--- src/rtl/regfile_port_arbiter_pkg.sv ---
// Shared definitions for the register-file port-b arbiter: hardware-owned
// register addresses and arbiter state encodings.
package regfile_port_arbiter_pkg;

  localparam int REG_AW = 5;

  // Registers written only by hardware; software writes are suppressed
  localparam logic [REG_AW-1:0] DINP = 5'd30;
  localparam logic [REG_AW-1:0] RAND = 5'd31;

  typedef enum logic [1:0] {
    ST_IDLE   = 2'd0,
    ST_GRANT  = 2'd1,
    ST_LOCKED = 2'd2
  } arb_state_e;

  function automatic logic is_protected(input logic [REG_AW-1:0] addr);
    return (addr == DINP) || (addr == RAND);
  endfunction

endpackage

--- src/rtl/regfile_port_arbiter_if.sv ---
// Requester-side and register-file-side signals of the port-b arbiter.
interface regfile_port_arbiter_if #(
  parameter int NUM_REQ = 3,
  parameter int AW      = 5,
  parameter int DW      = 8
);
  logic                  hold;
  logic [NUM_REQ-1:0]    req;
  logic [NUM_REQ-1:0]    lock;
  logic [NUM_REQ*AW-1:0] req_addr;
  logic [NUM_REQ*DW-1:0] req_wdata;
  logic [NUM_REQ-1:0]    req_wr;
  logic [NUM_REQ-1:0]    gnt;
  logic [DW-1:0]         rdata;
  logic [NUM_REQ-1:0]    protect_err;
  logic [AW-1:0]         b_addr;
  logic [DW-1:0]         b_data_in;
  logic                  b_wr_enable;
  logic [DW-1:0]         b_data_out;

  modport master (
    output hold, req, lock, req_addr, req_wdata, req_wr, b_data_out,
    input  gnt, rdata, protect_err, b_addr, b_data_in, b_wr_enable
  );

  modport slave (
    input  hold, req, lock, req_addr, req_wdata, req_wr, b_data_out,
    output gnt, rdata, protect_err, b_addr, b_data_in, b_wr_enable
  );
endinterface

--- src/rtl/regfile_port_arbiter_rr_priority_pick.sv ---
// Combinational round-robin pick: first set candidate at or above rr_ptr,
// wrapping around; returns a one-hot winner and a valid flag.
module rr_priority_pick #(
  parameter int NUM_REQ = 3,
  localparam int PW = (NUM_REQ > 1) ? $clog2(NUM_REQ) : 1
) (
  input  logic [NUM_REQ-1:0] cand,
  input  logic [PW-1:0]      rr_ptr,
  output logic [NUM_REQ-1:0] onehot,
  output logic               valid
);

  logic [PW-1:0] idx_s;

  // Walk candidates from rr_ptr upward; the first hit masks all later ones
  always_comb begin
    onehot = '0;
    valid  = 1'b0;
    idx_s  = '0;
    for (int off = 0; off < NUM_REQ; off++) begin
      idx_s         = PW'((int'(rr_ptr) + off) % NUM_REQ);
      onehot[idx_s] = ~valid & cand[idx_s];
      valid         = valid | cand[idx_s];
    end
  end

endmodule

--- src/rtl/regfile_port_arbiter.sv ---
// Round-robin arbiter sharing register-file port b between requesters, with
// multi-cycle lock for atomic read-modify-write and write protection.
module regfile_port_arbiter
  import regfile_port_arbiter_pkg::*;
#(
  parameter int NUM_REQ = 3,
  parameter int AW      = 5,
  parameter int DW      = 8
) (
  input  logic                  clk,
  input  logic                  resetn,
  regfile_port_arbiter_if.slave bus
);

  localparam int PW = (NUM_REQ > 1) ? $clog2(NUM_REQ) : 1;
  localparam logic [NUM_REQ-1:0] ONE = {{(NUM_REQ-1){1'b0}}, 1'b1};

  arb_state_e         state_r, state_n;
  logic [NUM_REQ-1:0] gnt_r, gnt_n;
  logic [PW-1:0]      owner_r, owner_n;
  logic [PW-1:0]      rr_r, rr_n;

  logic [NUM_REQ-1:0] cand_s, pick_onehot_s;
  logic               pick_valid_s;
  logic [PW-1:0]      pick_idx_s;

  logic [AW-1:0]      owner_addr_s;
  logic [DW-1:0]      owner_wdata_s;
  logic               owner_wr_s, owner_lock_s, owner_prot_s;
  logic               any_gnt_s, lock_cont_s, rr_upd_s;

  // The current grantee is excluded so a single req pulse yields one grant
  assign cand_s = bus.req & ~gnt_r;

  rr_priority_pick #(.NUM_REQ(NUM_REQ)) u_pick (
    .cand   (cand_s),
    .rr_ptr (rr_r),
    .onehot (pick_onehot_s),
    .valid  (pick_valid_s)
  );

  // One-hot winner to index
  always_comb begin
    pick_idx_s = '0;
    for (int i = 0; i < NUM_REQ; i++) begin
      pick_idx_s = pick_idx_s | (pick_onehot_s[i] ? PW'(i) : '0);
    end
  end

  // Owner's request fields
  always_comb begin
    owner_addr_s  = bus.req_addr[int'(owner_r)*AW +: AW];
    owner_wdata_s = bus.req_wdata[int'(owner_r)*DW +: DW];
    owner_wr_s    = bus.req_wr[owner_r];
    owner_lock_s  = bus.lock[owner_r];
    owner_prot_s  = is_protected(REG_AW'(owner_addr_s));
    any_gnt_s     = |gnt_r;
  end

  // A held LOCKED state (gnt=0) keeps its lock until resumed and released
  always_comb begin
    lock_cont_s = ((state_r == ST_LOCKED) && (!any_gnt_s || owner_lock_s)) ||
                  ((state_r == ST_GRANT) && owner_lock_s);
    rr_upd_s    = !bus.hold && any_gnt_s &&
                  ((state_r == ST_GRANT) || !owner_lock_s);
  end

  // Next-state, grant and pointer logic
  always_comb begin
    state_n = state_r;
    gnt_n   = gnt_r;
    owner_n = owner_r;
    rr_n    = rr_r;
    if (bus.hold) begin
      gnt_n   = '0;
      state_n = lock_cont_s ? ST_LOCKED : ST_IDLE;
    end else if (lock_cont_s) begin
      gnt_n   = ONE << owner_r;
      state_n = ST_LOCKED;
    end else if (pick_valid_s) begin
      gnt_n   = pick_onehot_s;
      owner_n = pick_idx_s;
      state_n = ST_GRANT;
    end else begin
      gnt_n   = '0;
      state_n = ST_IDLE;
    end
    if (rr_upd_s) begin
      rr_n = (owner_r == PW'(NUM_REQ - 1)) ? '0 : owner_r + PW'(1);
    end else begin
      rr_n = rr_r;
    end
  end

  // State, grant, owner and round-robin pointer registers
  always_ff @(posedge clk or negedge resetn) begin
    if (!resetn) begin
      state_r <= ST_IDLE;
      gnt_r   <= '0;
      owner_r <= '0;
      rr_r    <= '0;
    end else begin
      state_r <= state_n;
      gnt_r   <= gnt_n;
      owner_r <= owner_n;
      rr_r    <= rr_n;
    end
  end

  assign bus.gnt = gnt_r;

  // Port-b drive and error flag follow the live grant cycle
  always_comb begin
    if (any_gnt_s) begin
      bus.b_addr      = owner_addr_s;
      bus.b_data_in   = owner_wdata_s;
      bus.b_wr_enable = owner_wr_s & ~owner_prot_s;
      bus.rdata       = bus.b_data_out;
      bus.protect_err = gnt_r & {NUM_REQ{owner_wr_s & owner_prot_s}};
    end else begin
      bus.b_addr      = '0;
      bus.b_data_in   = '0;
      bus.b_wr_enable = 1'b0;
      bus.rdata       = '0;
      bus.protect_err = '0;
    end
  end

endmodule

--- src/flat_wrapper.sv ---
// flat-port wrapper written by rule: the top's interface ports become plain ports
module regfile_port_arbiter_flat import regfile_port_arbiter_pkg::*;
#(
  parameter int NUM_REQ = 3,
  parameter int AW      = 5,
  parameter int DW      = 8
)
  (clk, resetn, bus_hold, bus_req, bus_lock, bus_req_addr, bus_req_wdata, bus_req_wr, bus_b_data_out, bus_gnt, bus_rdata, bus_protect_err, bus_b_addr, bus_b_data_in, bus_b_wr_enable);
  regfile_port_arbiter_if #(.NUM_REQ(NUM_REQ), .AW(AW), .DW(DW)) bus_i ();
  input  logic clk;
  input  logic resetn;
  input wire logic [$bits(bus_i.hold)-1:0] bus_hold;
  input wire logic [$bits(bus_i.req)-1:0] bus_req;
  input wire logic [$bits(bus_i.lock)-1:0] bus_lock;
  input wire logic [$bits(bus_i.req_addr)-1:0] bus_req_addr;
  input wire logic [$bits(bus_i.req_wdata)-1:0] bus_req_wdata;
  input wire logic [$bits(bus_i.req_wr)-1:0] bus_req_wr;
  input wire logic [$bits(bus_i.b_data_out)-1:0] bus_b_data_out;
  output wire logic [$bits(bus_i.gnt)-1:0] bus_gnt;
  output wire logic [$bits(bus_i.rdata)-1:0] bus_rdata;
  output wire logic [$bits(bus_i.protect_err)-1:0] bus_protect_err;
  output wire logic [$bits(bus_i.b_addr)-1:0] bus_b_addr;
  output wire logic [$bits(bus_i.b_data_in)-1:0] bus_b_data_in;
  output wire logic [$bits(bus_i.b_wr_enable)-1:0] bus_b_wr_enable;
  assign bus_i.hold = bus_hold;
  assign bus_i.req = bus_req;
  assign bus_i.lock = bus_lock;
  assign bus_i.req_addr = bus_req_addr;
  assign bus_i.req_wdata = bus_req_wdata;
  assign bus_i.req_wr = bus_req_wr;
  assign bus_i.b_data_out = bus_b_data_out;
  assign bus_gnt = bus_i.gnt;
  assign bus_rdata = bus_i.rdata;
  assign bus_protect_err = bus_i.protect_err;
  assign bus_b_addr = bus_i.b_addr;
  assign bus_b_data_in = bus_i.b_data_in;
  assign bus_b_wr_enable = bus_i.b_wr_enable;
  regfile_port_arbiter #(.NUM_REQ(NUM_REQ), .AW(AW), .DW(DW)) u_core (.clk(clk), .resetn(resetn), .bus(bus_i));
endmodule
--- config.mk ---
export PLATFORM = sky130hd
export DESIGN_NAME = regfile_port_arbiter_flat
export DESIGN_NICKNAME = d
export VERILOG_FILES = /design/src/rtl/regfile_port_arbiter_pkg.sv /design/src/rtl/regfile_port_arbiter_if.sv /design/src/rtl/regfile_port_arbiter_rr_priority_pick.sv /design/src/rtl/regfile_port_arbiter.sv /design/src/flat_wrapper.sv
export SDC_FILE = /design/constraint.sdc
export NUM_CORES = 1
export LEC_CHECK = 0
export CAP_MARGIN = 20
export CORE_MARGIN = 5
export CORE_UTILIZATION = 32
export DETAILED_ROUTE_END_ITERATION = 8
export MAX_ROUTING_LAYER = met4
export PLACE_DENSITY_LB_ADDON = 0.1
export SYNTH_ARGS = -nofsm -noshare
export SYNTH_HDL_FRONTEND = slang
export SYNTH_SLANG_ARGS = --single-unit
--- constraint.sdc ---
create_clock -name clk -period 2 [get_ports clk]
set_input_delay 0.2 -clock clk [delete_from_list [all_inputs] [get_ports clk]]
set_output_delay 0.2 -clock clk [all_outputs]
set_load 0.03 [all_outputs]
==> impl_metrics.env, run 1 <==
export IMPL_run_status="finished, final reports clean"
export IMPL_core_area_sq_um=3661
export IMPL_yosys_warnings=0
export IMPL_cell_area_after_placement_sq_um=2208
export IMPL_ys_dominant_reg_cell="sky130_fd_sc_hd__dfrtp_1"
export IMPL_cells_after_synthesis=150
export IMPL_post_synth_top_area_cell="sky130_fd_sc_hd__dfrtp_1"
export IMPL_netlist_top_cells_area="sky130_fd_sc_hd__dfrtp_1 (19%), sky130_fd_sc_hd__mux2i_1 (13%), sky130_fd_sc_hd__and2_1 (7.7%), sky130_fd_sc_hd__nor2_1 (6.2%), sky130_fd_sc_hd__a21oi_1 (4.9%)"
export IMPL_p_clk_share_pct=6.0
export IMPL_cts_max_path_buffers=2
export IMPL_nNetsFinal=315
export IMPL_power_report_internal_total_w=0.001794
export IMPL_slew_headroom_pct=68.77
export IMPL_first_global_vias=1447
export IMPL_synth_distinct_cells=43
export IMPL_ir_drop_mv=0.8942
export IMPL_timing_fmax_mhz=501.8
export IMPL_gr_usage_all_layers_pct=16.67
export IMPL_regArea_sq_um=227.7
export IMPL_cts_inserted_buffers=3
export IMPL_synth_ff_latch_count=9
export IMPL_setup_worst_path_end_class="register"
export IMPL_wl_per_cell_microns=14.67
export IMPL_hp_class="in -> async"
export IMPL_timing_final_setup_violations=0
export IMPL_finalWeightedCongestion=0.9908
export IMPL_multi_input_area_sq_um=1045
export IMPL_cts_hold_buffers_added=0
export IMPL_path_max_fanout=4
export IMPL_grt_setup_unrepaired="yes"
export IMPL_netSwitchingPower_w=0.001696
export IMPL_number_of_flops_mapped_to_enable_cells_by_yosys=0
export IMPL_cts_num_sinks=9
export IMPL_synth_seq_area_share_pct=18.52
export IMPL_slew_violations=0
export IMPL_grt_overflow=0
export IMPL_synthArstFlopShare_pct=100.0
export IMPL_worst_endpoint_required_ps=2110
export IMPL_skew_final_ps=2.075
export IMPL_leading_cell_type_by_number_of_instances_after_synthesis="sky130_fd_sc_hd__nor2_1"
export IMPL_die_area_sq_um=5134
export IMPL_htreeDepth=1
export IMPL_synthTopCellsByCount="sky130_fd_sc_hd__nor2_1 (20), sky130_fd_sc_hd__mux2i_1 (16), sky130_fd_sc_hd__and2_1 (15)"
export IMPL_effective_utilization_at_floorplan_pct=33.22
export IMPL_design_area_sq_um=2380
export IMPL_post_route_cells_drive_above_1_share_pct=32.27
export IMPL_cellLeakagePower_nw=1.016
export IMPL_clock_tree_root_cell="sky130_fd_sc_hd__clkbuf_8"
export IMPL_utilization_pct=65.00
export IMPL_maxCapViolCount=0
export IMPL_grt_pass1_wl_microns=6872
export IMPL_clock_insertion_delay_worst_skew_ps=230
export IMPL_pwr_density_cell_nw_per_um2=1466
export IMPL_worst_endpoint_data_arrival_time_ps=2110
export IMPL_syn_nets=213
export IMPL_area_growth_syn_to_layout_pct=95.68
export IMPL_avgViaCountPerCell=4.983
export IMPL_die_h_microns=71.65
export IMPL_detail_route_first_pass_iterations=4
export IMPL_drt_wl_total_microns=4387
export IMPL_netlist_area_sq_um=1216
export IMPL_detailed_placement_hpwl_microns=3488
export IMPL_final_routed_drc_violation_total=0
export IMPL_clock_tree_from_tritoncts="done"
export IMPL_layout_worst_path_cycle_share_pct=99.65
export IMPL_p_sw_share_pct=48.60
export IMPL_die_width_microns=71.65
export IMPL_grt_start_max_net_pins=22
export IMPL_port_buffer_count=86
export IMPL_worstMarginPinSlew_ps=466.9
export IMPL_floorplan_rows=22
export IMPL_worstSetupStartpointType="register"
export IMPL_fill_cells=320
export IMPL_comb_power_share_pct=84.3
export IMPL_final_hold_violating_endpoints=0
export IMPL_p_seq_share_pct=9.7
export IMPL_timing_setup_critical_path_class="reg -> reg"
export IMPL_via_count=1490
export IMPL_diodes=0
export IMPL_avgSynthCellArea_sq_um=8.108
export IMPL_synth_top_area_share_pct=18.52
export IMPL_layout_min_cycle_time_ps=1993
export IMPL_ant_nets=0
export IMPL_antenna_found_initial=0
export IMPL_detail_route_iter0_violations=63
export IMPL_top_level_ports=87
export IMPL_clock_edge_transition_at_the_registers_on_the_reported_setup_and_hold_paths_ps=40
==> cells in the final DEF, fill, tap and decap left out, types with 3 or more instances in the layout <==
cell,count
sky130_fd_sc_hd__a211o_1,3
sky130_fd_sc_hd__a21oi_1,11
sky130_fd_sc_hd__and2_1,12
sky130_fd_sc_hd__and2_4,3
sky130_fd_sc_hd__buf_4,32
sky130_fd_sc_hd__buf_6,3
sky130_fd_sc_hd__clkbuf_8,3
sky130_fd_sc_hd__clkdlybuf4s50_1,61
sky130_fd_sc_hd__dfrtp_1,7
sky130_fd_sc_hd__dlygate4sd2_1,8
sky130_fd_sc_hd__inv_1,4
sky130_fd_sc_hd__mux2_2,3
sky130_fd_sc_hd__mux2i_1,14
sky130_fd_sc_hd__nand2_1,5
sky130_fd_sc_hd__nand3b_1,5
sky130_fd_sc_hd__nor2_1,19
sky130_fd_sc_hd__o2bb2ai_2,5
==> through the flow <==
stage          hold slack, ps  total power [W]  worst slack (ps)  TNS (ps)  cells
6_report                261.3         0.003489             7.057         0    299
5_1_grt                 293.1         0.003756            -96.09    -427.8    299
3_3_place_gp            509.1         0.003036            -52.42    -52.42    293
2_1_floorplan          -95.59         0.002075            -15.17    -15.17    150
3_5_place_dp            515.5         0.003098            -90.72    -195.4    293
4_1_cts                 263.5         0.003372            -26.14    -26.14    299
==> worst paths after layout <==
check | depth (start not counted) | end | slack (ps) | from
max | 7 | u_core.owner_r[0] | 7 | u_core.rr_r[1]
min | 1 | u_core.rr_r[0] | 260 | resetn
max reg2reg | 7 | u_core.owner_r[0] | 7 | u_core.rr_r[1]
min reg2reg | 1 | u_core.rr_r[1] | 590 | u_core.rr_r[1]
max in group asynchronous | 1 | u_core.owner_r[1] | 1430 | resetn
min in group clk | 1 | u_core.rr_r[1] | 590 | u_core.rr_r[1]
==> critical path: stages, from the launching register on <==
cell and delay (ps):
sky130_fd_sc_hd__dfrtp_2 430, sky130_fd_sc_hd__ha_4 180, sky130_fd_sc_hd__or3b_4 370, sky130_fd_sc_hd__a21oi_2 140, sky130_fd_sc_hd__nor2_2 60, sky130_fd_sc_hd__a211o_1 320, sky130_fd_sc_hd__inv_2 70, sky130_fd_sc_hd__mux2_4 290
==> flip-flops by register name, summed over array words and instances, names as in the netlist <==
name            cells
u_core.rr_r         2
u_core.owner_r      2
u_core.state_r      2
u_core.bus.gnt      3
==> power groups by stage <==
stage,Clock (W),Sequential [W],Combinational [W]
after detailed placement,0,0.000324,0.00277
after global routing,0.000227,0.000353,0.00318
after floorplan,0,0.000365,0.00171
after global placement,0,0.000321,0.00271
after CTS,0.000217,0.000333,0.00282
final,0.000208,0.000340,0.00294
==> kinds of logic after synthesis <==
kind of cell / after synthesis / share of synthesized area, %
simple gates: 65 / 30.87
compound gates: 36 / 23.25
mux: 21 / 17.80
buf+inv: 15 / 5.452
flops: 9 / 18.52
fa+ha+maj: 4 / 4.115
==> metal layers <==
| layer | GRT usage (%) | share of wire, % | vias up |
|---|---|---|---|
| met5 | - | 0 | - |
| met4 | 3.132 | 0.80 | 0 |
| met3 | 4.348 | 8.6 | 4 |
| met2 | 27.14 | 47 | 65 |
| met1 | 20.85 | 43 | 676 |
| li1 | - | - | 745 |
==> repair_timing <==
item | CTS | global route
endpoints found under the setup margin | 14 | 9
setup buffers | 2 | 0
pin swaps | 8 | 10
gates resized for setup | 20 | 24
gates cloned | 0 | 0
==> area by class of cell <==
| type | instances | area share, % |
|---|---|---|
| inverters | 6 | 0.9464 |
| repair buffers | 106 | 41.17 |
| clock buffers | 4 | 1.893 |
| multi-input cells | 126 | 43.90 |
| flip-flops and latches | 9 | 9.569 |
| well taps | 48 | 2.524 |
No activity file was read; power rests on OpenSTA's default activity.
==> run 2: changes to the inputs <==
--- a/config.mk
+++ b/config.mk
@@ -9,6 +9,7 @@
 export CORE_MARGIN = 5
 export CORE_UTILIZATION = 32
 export DETAILED_ROUTE_END_ITERATION = 8
+export GPL_ROUTABILITY_DRIVEN = 0
 export MAX_ROUTING_LAYER = met4
 export PLACE_DENSITY_LB_ADDON = 0.1
 export SYNTH_ARGS = -nofsm -noshare
==> results of run 2 <==
Final layout, timing and power as in run 1 (identical DEF).
